$ cat src/rtl/instr_issue_arbiter.sv
// instr_issue_arbiter: round-robin issue of NREQ instruction sources onto one CPU instruction port.
//   clk, rst (async, active-low)
//   en                  : allow new grants; an in-flight op always completes
//   req / req_instr     : per-requester request and instruction (requester i at [i*XLEN +: XLEN])
//   gnt                 : one-hot pulse, instruction of that requester accepted
//   cpu_instr/cpu_issue : instruction to CPU (NOP_INSTR when idle) and its issue pulse
//   cpu_result          : CPU result, sampled WAIT_CYCLES edges after the issue edge
//   rsp_valid/rsp_id/rsp_result : tagged result pulse
//   busy, issue_count   : op in flight, wrapping count of issued instructions
module instr_issue_arbiter #(
    parameter int              NREQ        = 4,
    parameter int              XLEN        = 32,
    parameter int              WAIT_CYCLES = 1,
    parameter logic [XLEN-1:0] NOP_INSTR   = XLEN'(32'h0000_0013)
) (
    input  logic                     clk,
    input  logic                     rst,
    input  logic                     en,
    input  logic [NREQ-1:0]          req,
    input  logic [NREQ*XLEN-1:0]     req_instr,
    output logic [NREQ-1:0]          gnt,
    output logic [XLEN-1:0]          cpu_instr,
    output logic                     cpu_issue,
    input  logic [XLEN-1:0]          cpu_result,
    output logic                     rsp_valid,
    output logic [$clog2(NREQ)-1:0]  rsp_id,
    output logic [XLEN-1:0]          rsp_result,
    output logic                     busy,
    output logic [31:0]              issue_count
);
    localparam int IDW = $clog2(NREQ);
    localparam int CW  = $clog2(WAIT_CYCLES + 1);

    typedef enum logic {IDLE, WAIT} state_t;

    state_t          state, state_d;
    logic [IDW-1:0]  rr_ptr, id, win_id, idx;
    logic [IDW:0]    sum;
    logic [CW-1:0]   cnt;
    logic            win_found, grant;
    logic [XLEN-1:0] instr_arr [NREQ];

    for (genvar g = 0; g < NREQ; g++) begin : g_unpack
        assign instr_arr[g] = req_instr[g*XLEN +: XLEN];
    end

    // Scan from the farthest candidate to the nearest so the nearest set
    // request after rr_ptr is the last one written and therefore wins.
    always_comb begin
        win_found = 1'b0;
        win_id    = '0;
        sum       = '0;
        idx       = '0;
        for (int k = NREQ; k >= 1; k--) begin
            sum = {1'b0, rr_ptr} + (IDW+1)'(k);
            sum = (sum >= (IDW+1)'(NREQ)) ? sum - (IDW+1)'(NREQ) : sum;
            idx = IDW'(sum);
            if (req[idx]) begin
                win_found = 1'b1;
                win_id    = idx;
            end
        end
        grant   = (state == IDLE) && en && win_found;
        state_d = grant ? WAIT : (state == WAIT && cnt == CW'(1)) ? IDLE : state;
    end

    always_ff @(posedge clk or negedge rst) begin
        if (!rst) state <= IDLE;
        else      state <= state_d;
    end

    always_ff @(posedge clk or negedge rst) begin
        if (!rst) begin
            gnt         <= '0;
            cpu_instr   <= NOP_INSTR;
            cpu_issue   <= 1'b0;
            rsp_valid   <= 1'b0;
            rsp_id      <= '0;
            rsp_result  <= '0;
            busy        <= 1'b0;
            issue_count <= '0;
            rr_ptr      <= IDW'(NREQ - 1);
            id          <= '0;
            cnt         <= '0;
        end else begin
            gnt       <= '0;
            cpu_instr <= NOP_INSTR;
            cpu_issue <= 1'b0;
            rsp_valid <= 1'b0;
            busy      <= (state_d == WAIT);
            if (grant) begin
                gnt         <= NREQ'(1) << win_id;
                cpu_instr   <= instr_arr[win_id];
                cpu_issue   <= 1'b1;
                id          <= win_id;
                rr_ptr      <= win_id;
                cnt         <= CW'(WAIT_CYCLES);
                issue_count <= issue_count + 32'd1;
            end
            if (state == WAIT) begin
                if (cnt == CW'(1)) begin
                    rsp_valid  <= 1'b1;
                    rsp_result <= cpu_result;
                    rsp_id     <= id;
                end else begin
                    cnt <= cnt - CW'(1);
                end
            end
        end
    end
endmodule

$ cat config.mk
export PLATFORM = sky130hd
export DESIGN_NAME = instr_issue_arbiter
export DESIGN_NICKNAME = d
export VERILOG_FILES = /design/src/rtl/instr_issue_arbiter.sv
export SDC_FILE = /design/constraint.sdc
export NUM_CORES = 1
export LEC_CHECK = 0
export ABC_CLOCK_PERIOD_IN_PS = 1700
export BUFFER_PORTS_ARGS = -buffer_cell sky130_fd_sc_hd__buf_2
export CORE_ASPECT_RATIO = 0.5
export CORE_MARGIN = 3
export CORE_UTILIZATION = 25
export DETAILED_ROUTE_END_ITERATION = 8
export GPL_TIMING_DRIVEN = 0
export MAX_ROUTING_LAYER = met4
export PLACE_DENSITY_LB_ADDON = 0.15
export SLEW_MARGIN = 20
export SYNTH_ARGS = -nofsm -noshare
export SYNTH_HDL_FRONTEND = slang
export SYNTH_SLANG_ARGS = --single-unit
export TNS_END_PERCENT = 100
$ cat constraint.sdc
create_clock -name clk -period 1.7 [get_ports clk]
set_input_delay 0.51 -clock clk [delete_from_list [all_inputs] [get_ports clk]]
set_output_delay 0.51 -clock clk [all_outputs]
set_load 0.005 [all_outputs]
==> out/metrics.yaml, run 1 <==
outcome:
  outcome: "finished, violations left"
  violations: "setup timing"
sta:
  fmax_mhz: 520
  min_period_ns: 1.92
  post-route-period-util: 1.13
  worst_slack_ns: -0.221
  tns_ns: -6.27
  tightest_slew_ns: 0.698
  setup_viol_count_final: 41
  hold_violations: 0
  fin_skew_ns: 0.0169
  rsz0062_at_grt: "yes"
  final-max-slew-violation-count: 0
  max_slew_margin: 0.530
die:
  core_sq_um: 19600
  top_level_ports: 272
  row_count: 36
  start_util: 0.257
  die_h_microns: 106
  dieArea_sq_um: 22000
  die_w_microns: 207
grt:
  antenna_found_initial: 0
  grt_start_max_net_pins: 60
  met2_usage: 0.240
  grt_busiest_layer: "met2"
  grt_pass1_wl_microns: 23700
  grt_pass1_vias: 4415
  globalRouteTotalUtil: 0.142
  grt_util_met3: 0.0327
  met1_usage: 0.175
  grt_overflow_total: 0
clock_tree:
  clkLatencyLatePin_ns: 0.36
  root_buffer: "clkbuf_16"
  h-tree-depth: 3
  clockBufferDepth: 2
  cts_inserted_buffers: 9
  clock-sinks: 110
  cts_tree: "done"
  clk_pin_slew_worst_paths_ns: 0.09
final_layout:
  insertedDiodeCount: 0
  area_growth_pct: 53.0
  drive_gt1_frac: 0.579
  fin_nets: 889
  postLayoutCoreUtil: 0.393
routing:
  routed_via_density: 4.33
  drt_wl_total_microns: 15400
  dr_total_vias: 4299
  postRouteAntennaNets: 0
  drcViolationCount: 0
  routedWlPerCell_microns: 15.5
  drtIter0Drc: 122
  dr.pass1.iters: 4
synthesis:
  synthArstFlopShare: 1.00
  synth_nets: 579
  yosys_warnings: 0
  synth-seq-cells: 110
  synth-edff-count: 0
  synth.avg_cell_area_sq_um: 12.3
  yosysSeqAreaShare: 0.548
  synth_cell_types: 40
  synthesis.area_sq_um: 5040
  synthCells: 411
  synthFlopType: "dfrtp_1"
setup_path:
  crit_arrival_ns: 2.19
  cp-end-kind: "register"
  worst-path-max-fanout: 10
  worstSetupStartpointType: "register"
  worst_path_most_repeated_cell: "buf_6"
  reg2regPathDepth: 7
  slowest_stage: "dfstp_2"
  path_class: "register to register"
  critical_path_required_ns: 1.97
  max_stage_delay_ns: 0.53
  path_cells: "buf_6 -> nand2_1 -> a31o_2 -> or3_4 -> buf_6 -> clkbuf_8 -> o22ai_2"
power_and_ir_drop:
  p_leak_nw: 3.95
  power_mw: 10.7
  irDropWorstVdd_uv: 601
  power.density_nw_per_um2: 1390
placement:
  dp_hpwl_microns: 11600
  io_buffers: 271
  pre_cts_ws_ns: -0.616
  globalplace.congestion: 0.764
run:
  drv_cap: 0
min_path:
  hp-class: "primary input to async pin"
[cell usage in the layout (no fill, tap or decap), types with 2 or more instances in the layout]
master	n
clkbuf_2	3
or3_4	2
mux2_2	37
mux2i_2	9
buf_2	270
clkbuf_16	10
nor3_1	8
buf_12	8
a21oi_1	2
xor2_1	13
inv_8	2
clkinv_8	4
nor2b_1	2
nor2_1	22
nand2_4	2
xnor2_1	18
dfrtp_1	104
a211oi_2	3
nand4_1	7
and4_4	2
a211oi_1	3
dfstp_2	5
buf_4	24
nand2b_4	2
a21o_1	3
buf_6	6
and3_1	2
nand3_1	15
clkbuf_8	4
o22ai_1	28
nand2_1	22
o22ai_2	2
nor3_2	2
buf_16	3
inv_1	3
mux2i_1	50
[synthesized netlist by cell type, types with 2 or more instances]
cell type	count	area (sq um)
nor2_1	23	86.3
a211oi_2	3	37.5
nand2_1	23	86.3
a21oi_1	3	15.0
inv_1	3	11.3
dfrtp_1	105	2630
buf_6	2	22.5
and4_1	3	26.3
and3_1	2	12.5
a211oi_1	3	22.5
dfstp_2	5	131
mux2_2	37	417
a21o_1	3	22.5
xnor2_1	18	158
buf_2	7	35.0
o22ai_1	30	188
nand2b_1	3	18.8
buf_4	3	22.5
mux2i_1	59	591
xor2_1	13	114
and2_1	2	12.5
or3_1	2	12.5
nor3_1	9	45.0
nor4_1	2	12.5
clkbuf_1	9	33.8
nand4_1	7	43.8
nor2b_1	3	18.8
nand3_1	16	80.1
nor3_2	2	20.0
[registers in the layout, indices dropped and copies added, names as in the netlist]
| name | flops |
|---|---|
| busy | 1 |
| cnt | 1 |
| cpu_instr | 32 |
| cpu_issue | 1 |
| gnt | 4 |
| id | 2 |
| issue_count | 32 |
| rr_ptr | 2 |
| rsp_id | 2 |
| rsp_result | 32 |
| rsp_valid | 1 |
[critical path: cells and delay by family (launching register included)]
kind | cells | cell delay (ns)
AND/OR/NAND/NOR | 2 | 0.42
flip-flops | 1 | 0.53
buffers and inverters | 3 | 0.44
AO/OA/AOI/OAI | 2 | 0.44
[routing by layer]
metal,share of wire,vias to the layer above
met5,0,-
met4,0.011,0
met3,0.048,13
met2,0.51,119
met1,0.43,2061
li1,-,2106
[area by class of cell]
type / count / area [sq um]
Inverter: 4 / 15.0
Clock buffer: 9 / 225
Buffer: 19 / 277
Multi-Input combinational cell: 276 / 2320
Clock inverter: 7 / 96.3
Timing Repair Buffer: 301 / 1680
Fill cell: 1970 / 11900
Sequential cell: 110 / 2760
Tap cell: 266 / 333
[through the flow]
stage               hold WS [ns]  std cells  cell area [sq um]
detailed placement         0.445        949               6870
finish                     0.104        992               7710
floorplan                  0.214        411               5140
global placement           0.444        948               6830
global route               0.119        992               7710
CTS                        0.104        984               7580
[logic make-up after synthesis]
| kind of cell | share of synthesized area |
|---|---|
| muxes | 0.200 |
| AOI/OAI and AO/OA | 0.0628 |
| buffers and inverters | 0.0256 |
| xor gates and xnor gates | 0.0539 |
| adders and majority gates | 0.00248 |
| DFF | 0.548 |
| and+or+nand+nor | 0.108 |
[repair_timing]
item	4_1_cts	5_1_grt
setup endpoints to repair	89	94
pin swaps	12	16
hold buffers	0	0
resized for setup	48	18
cloned	2	0
buffers inserted	18	9
[power breakdown]
group	switching [mW]	internal, mW	leakage [nW]
Clock	1.14	1.07	0.155
Sequential	0.345	3.46	1.39
Combinational	2.09	2.56	2.40
[path summary, 6_finish.rpt]
| kind | startpoint | endpoint | slack, ns |
|---|---|---|---|
| min in group clk | cpu_result[22] | rsp_result[22] | 0.37 |
| hold reg to reg | cnt | cnt | 0.47 |
| setup / recovery | rr_ptr[1] | cpu_instr[20] | -0.22 |
| setup reg to reg | rr_ptr[1] | cpu_instr[20] | -0.22 |
| max in group asynchronous | rst | cpu_instr[1] | 0.87 |
| hold / removal | rst | rsp_result[4] | 0.10 |
Power figures use the tool's default switching activity.
==> run 2: changes to the inputs <==
Settings changed: ABC_CLOCK_PERIOD_IN_PS 1700 to 2400.
Clock period 1.7 ns to 2.4 ns, I/O delays scaled along.
==> out/metrics.yaml, run 2 (same netlist as run 1, synthesis figures left out) <==
placement:
  pre_cts_ws_ns: -0.260  # was -0.616 ns
  dp_hpwl_microns: 12100  # was 11,600 microns
  place_inst: 949  # unchanged
  io_buffers: 271  # unchanged
  globalplace.congestion: 0.757  # was 0.764
  postPlaceCellArea_sq_um: 6760  # was 6870 sq um
die:
  core_sq_um: 19600  # unchanged
  die_w_microns: 207  # unchanged
  row_count: 36  # unchanged
  start_util: 0.257  # unchanged
  dieArea_sq_um: 22000  # unchanged
  top_level_ports: 272  # unchanged
  die_h_microns: 106  # unchanged
clock_tree:
  clkLatencyLatePin_ns: 0.35  # was 0.36 ns
  clockBufferDepth: 2  # unchanged
  cts_tree: "done"  # unchanged
  cts_inserted_buffers: 9  # unchanged
  cts_hold_buf: 0  # unchanged
  post_cts_buffers: 0  # was 18
  root_buffer: "clkbuf_16"  # unchanged
  clk_pin_slew_worst_paths_ns: 0.07  # was 0.09 ns
  h-tree-depth: 3  # unchanged
  clock-sinks: 110  # unchanged
sta:
  tightest_slew_ns: 0.750  # was 0.698 ns
  tns_ns: 0  # was -6.27 ns
  worst_slack_ns: 0.232  # was -0.221 ns
  min_period_ns: 2.17
  setup_viol_count_final: 0  # was 41
  final-max-slew-violation-count: 0  # unchanged
  post-route-period-util: 0.904
  fmax_mhz: 461
  hold_violations: 0  # unchanged
  fin_hold_ws_ns: 0.262  # was 0.104 ns
  max_slew_margin: 0.496  # was 0.530
  fin_skew_ns: 0.0102  # was 0.0169 ns
  rsz0062_at_grt: "no"  # was yes
routing:
  dr.pass1.iters: 4  # unchanged
  drt_wl_total_microns: 15300  # was 15,400 microns
  drtIter0Drc: 143  # was 122
  routed_via_density: 4.35  # was 4.33
  postRouteAntennaNets: 0  # unchanged
  dr_total_vias: 4198  # was 4,299
  routedWlPerCell_microns: 15.9  # was 15.5 microns
  drcViolationCount: 0  # unchanged
setup_path:
  worstSetupStartpointType: "primary input"  # was register
  path_buf_inv: 3  # unchanged
  max_stage_delay_ns: 0.56  # was 0.53 ns
  r2r_start: "rr_ptr[1]"  # unchanged
  cp-end-kind: "register"  # unchanged
  slowest_stage: "or4_4"  # was dfstp_2
  path_class: "primary input to register"  # was register to register
  critical_path_required_ns: 2.60  # was 1.97 ns
  worst-path-max-fanout: 10  # unchanged
  crit_arrival_ns: 2.37  # was 2.19 ns
  cp_top_family: "buffers and inverters"  # was flip-flops
  path_cells: "buf_2 -> or4_4 -> nand2_2 -> inv_2 -> o21ai_2 -> clkbuf_1 -> o22ai_1"  # was buf_6 -> nand2_1 -> a31o_2 -> or3_4 -> buf_6 -> clkbuf_8 -> o22ai_2
  setup.worst_path.start: "req[0]"  # was rr_ptr[1]
final_layout:
  drive_gt1_frac: 0.509  # was 0.579
  final_cell_mix: "buf_2 (276), dfrtp_1 (105), mux2i_1 (59)"  # was buf_2 (270), dfrtp_1 (104), mux2i_1 (50)
  fin_nets: 862  # was 889
  insertedDiodeCount: 0  # unchanged
  layout_commonest_cell: "buf_2"  # unchanged
  instances_no_fill: 965  # was 992
  fin_area_sq_um: 7100  # was 7710 sq um
  largestRegisters: "cpu_instr: 32 flops, issue_count: 32 flops, rsp_result: 32 flops"  # unchanged
  n_fill_cell: 2053  # was 1,970
  area_growth_pct: 41.0  # was 53.0%
grt:
  grt_overflow_total: 0  # unchanged
  grt_pass1_wl_microns: 23700  # unchanged
  grt_pass1_vias: 4372  # was 4,415
  antenna_found_initial: 0  # unchanged
  grt_start_max_net_pins: 75  # was 60
  globalRouteTotalUtil: 0.143  # was 0.142
min_path:
  hp-class: "primary input to async pin"  # unchanged
power_and_ir_drop:
  p_leak_nw: 3.64  # was 3.95 nW
  irDropWorstVdd_uv: 375  # was 601 uV
  power.density_nw_per_um2: 988  # was 1390 nW/um^2
outcome:
  outcome: "finished, final reports clean"  # was finished, violations left
run:
  drv_cap: 0  # unchanged
==> run 2: area by class of cell <==
class                   instances  area [sq um]  share of cell area
clock inverters                 6          92.6              0.0130
well taps                     266           333              0.0469
inverters                       4          15.0             0.00211
clock buffers                  10           239              0.0337
multi-input cells             276          2160               0.304
repair buffers                272          1390               0.196
plain buffers                  21           116              0.0164
flip-flops and latches        110          2760               0.389
==> run 2: worst paths after layout <==
kind / endpoint / slack [ns] / cells past startpoint
worst min register to register: cnt / 0.46 / 1
worst max register to register: cpu_instr[29] / 0.26 / 7
worst max-delay path: cpu_instr[29] / 0.23 / 7
min in group clk: cnt / 0.46 / 1
max in group asynchronous: cpu_instr[1] / 1.42 / 2
worst min-delay path: rsp_result[10] / 0.26 / 1
==> run 2: report_power, final <==
part	switching (mW)	internal, mW	total (mW)
combinational	1.30	1.33	2.62
sequential	0.274	2.46	2.73
clock	0.709	0.950	1.66
total	2.28	4.73	7.01
==> run 2: metrics by stage <==
| step | power (mW) | utilization |
|---|---|---|
| 3_5_place_dp | 5.47 | 0.345 |
| 5_1_grt | 7.52 | 0.362 |
| 4_1_cts | 7.17 | 0.362 |
| 6_report | 7.01 | 0.362 |
| 2_1_floorplan | 4.27 | - |
| 3_3_place_gp | 5.42 | 0.343 |
==> run 2: timing repair <==
item,CTS,global route
pin swaps,0,0
endpoints found under the setup margin,1,21
gates resized for setup,1,1
==> run 2: metal layers <==
metal  up-vias  global-route usage  routed length, microns
met5         -                   -                       0
met4         0              0.0245                     126
met3        13              0.0416                     851
met2       109               0.249                    8100
met1      2038               0.168                    6270
li1       2038                   -                       -
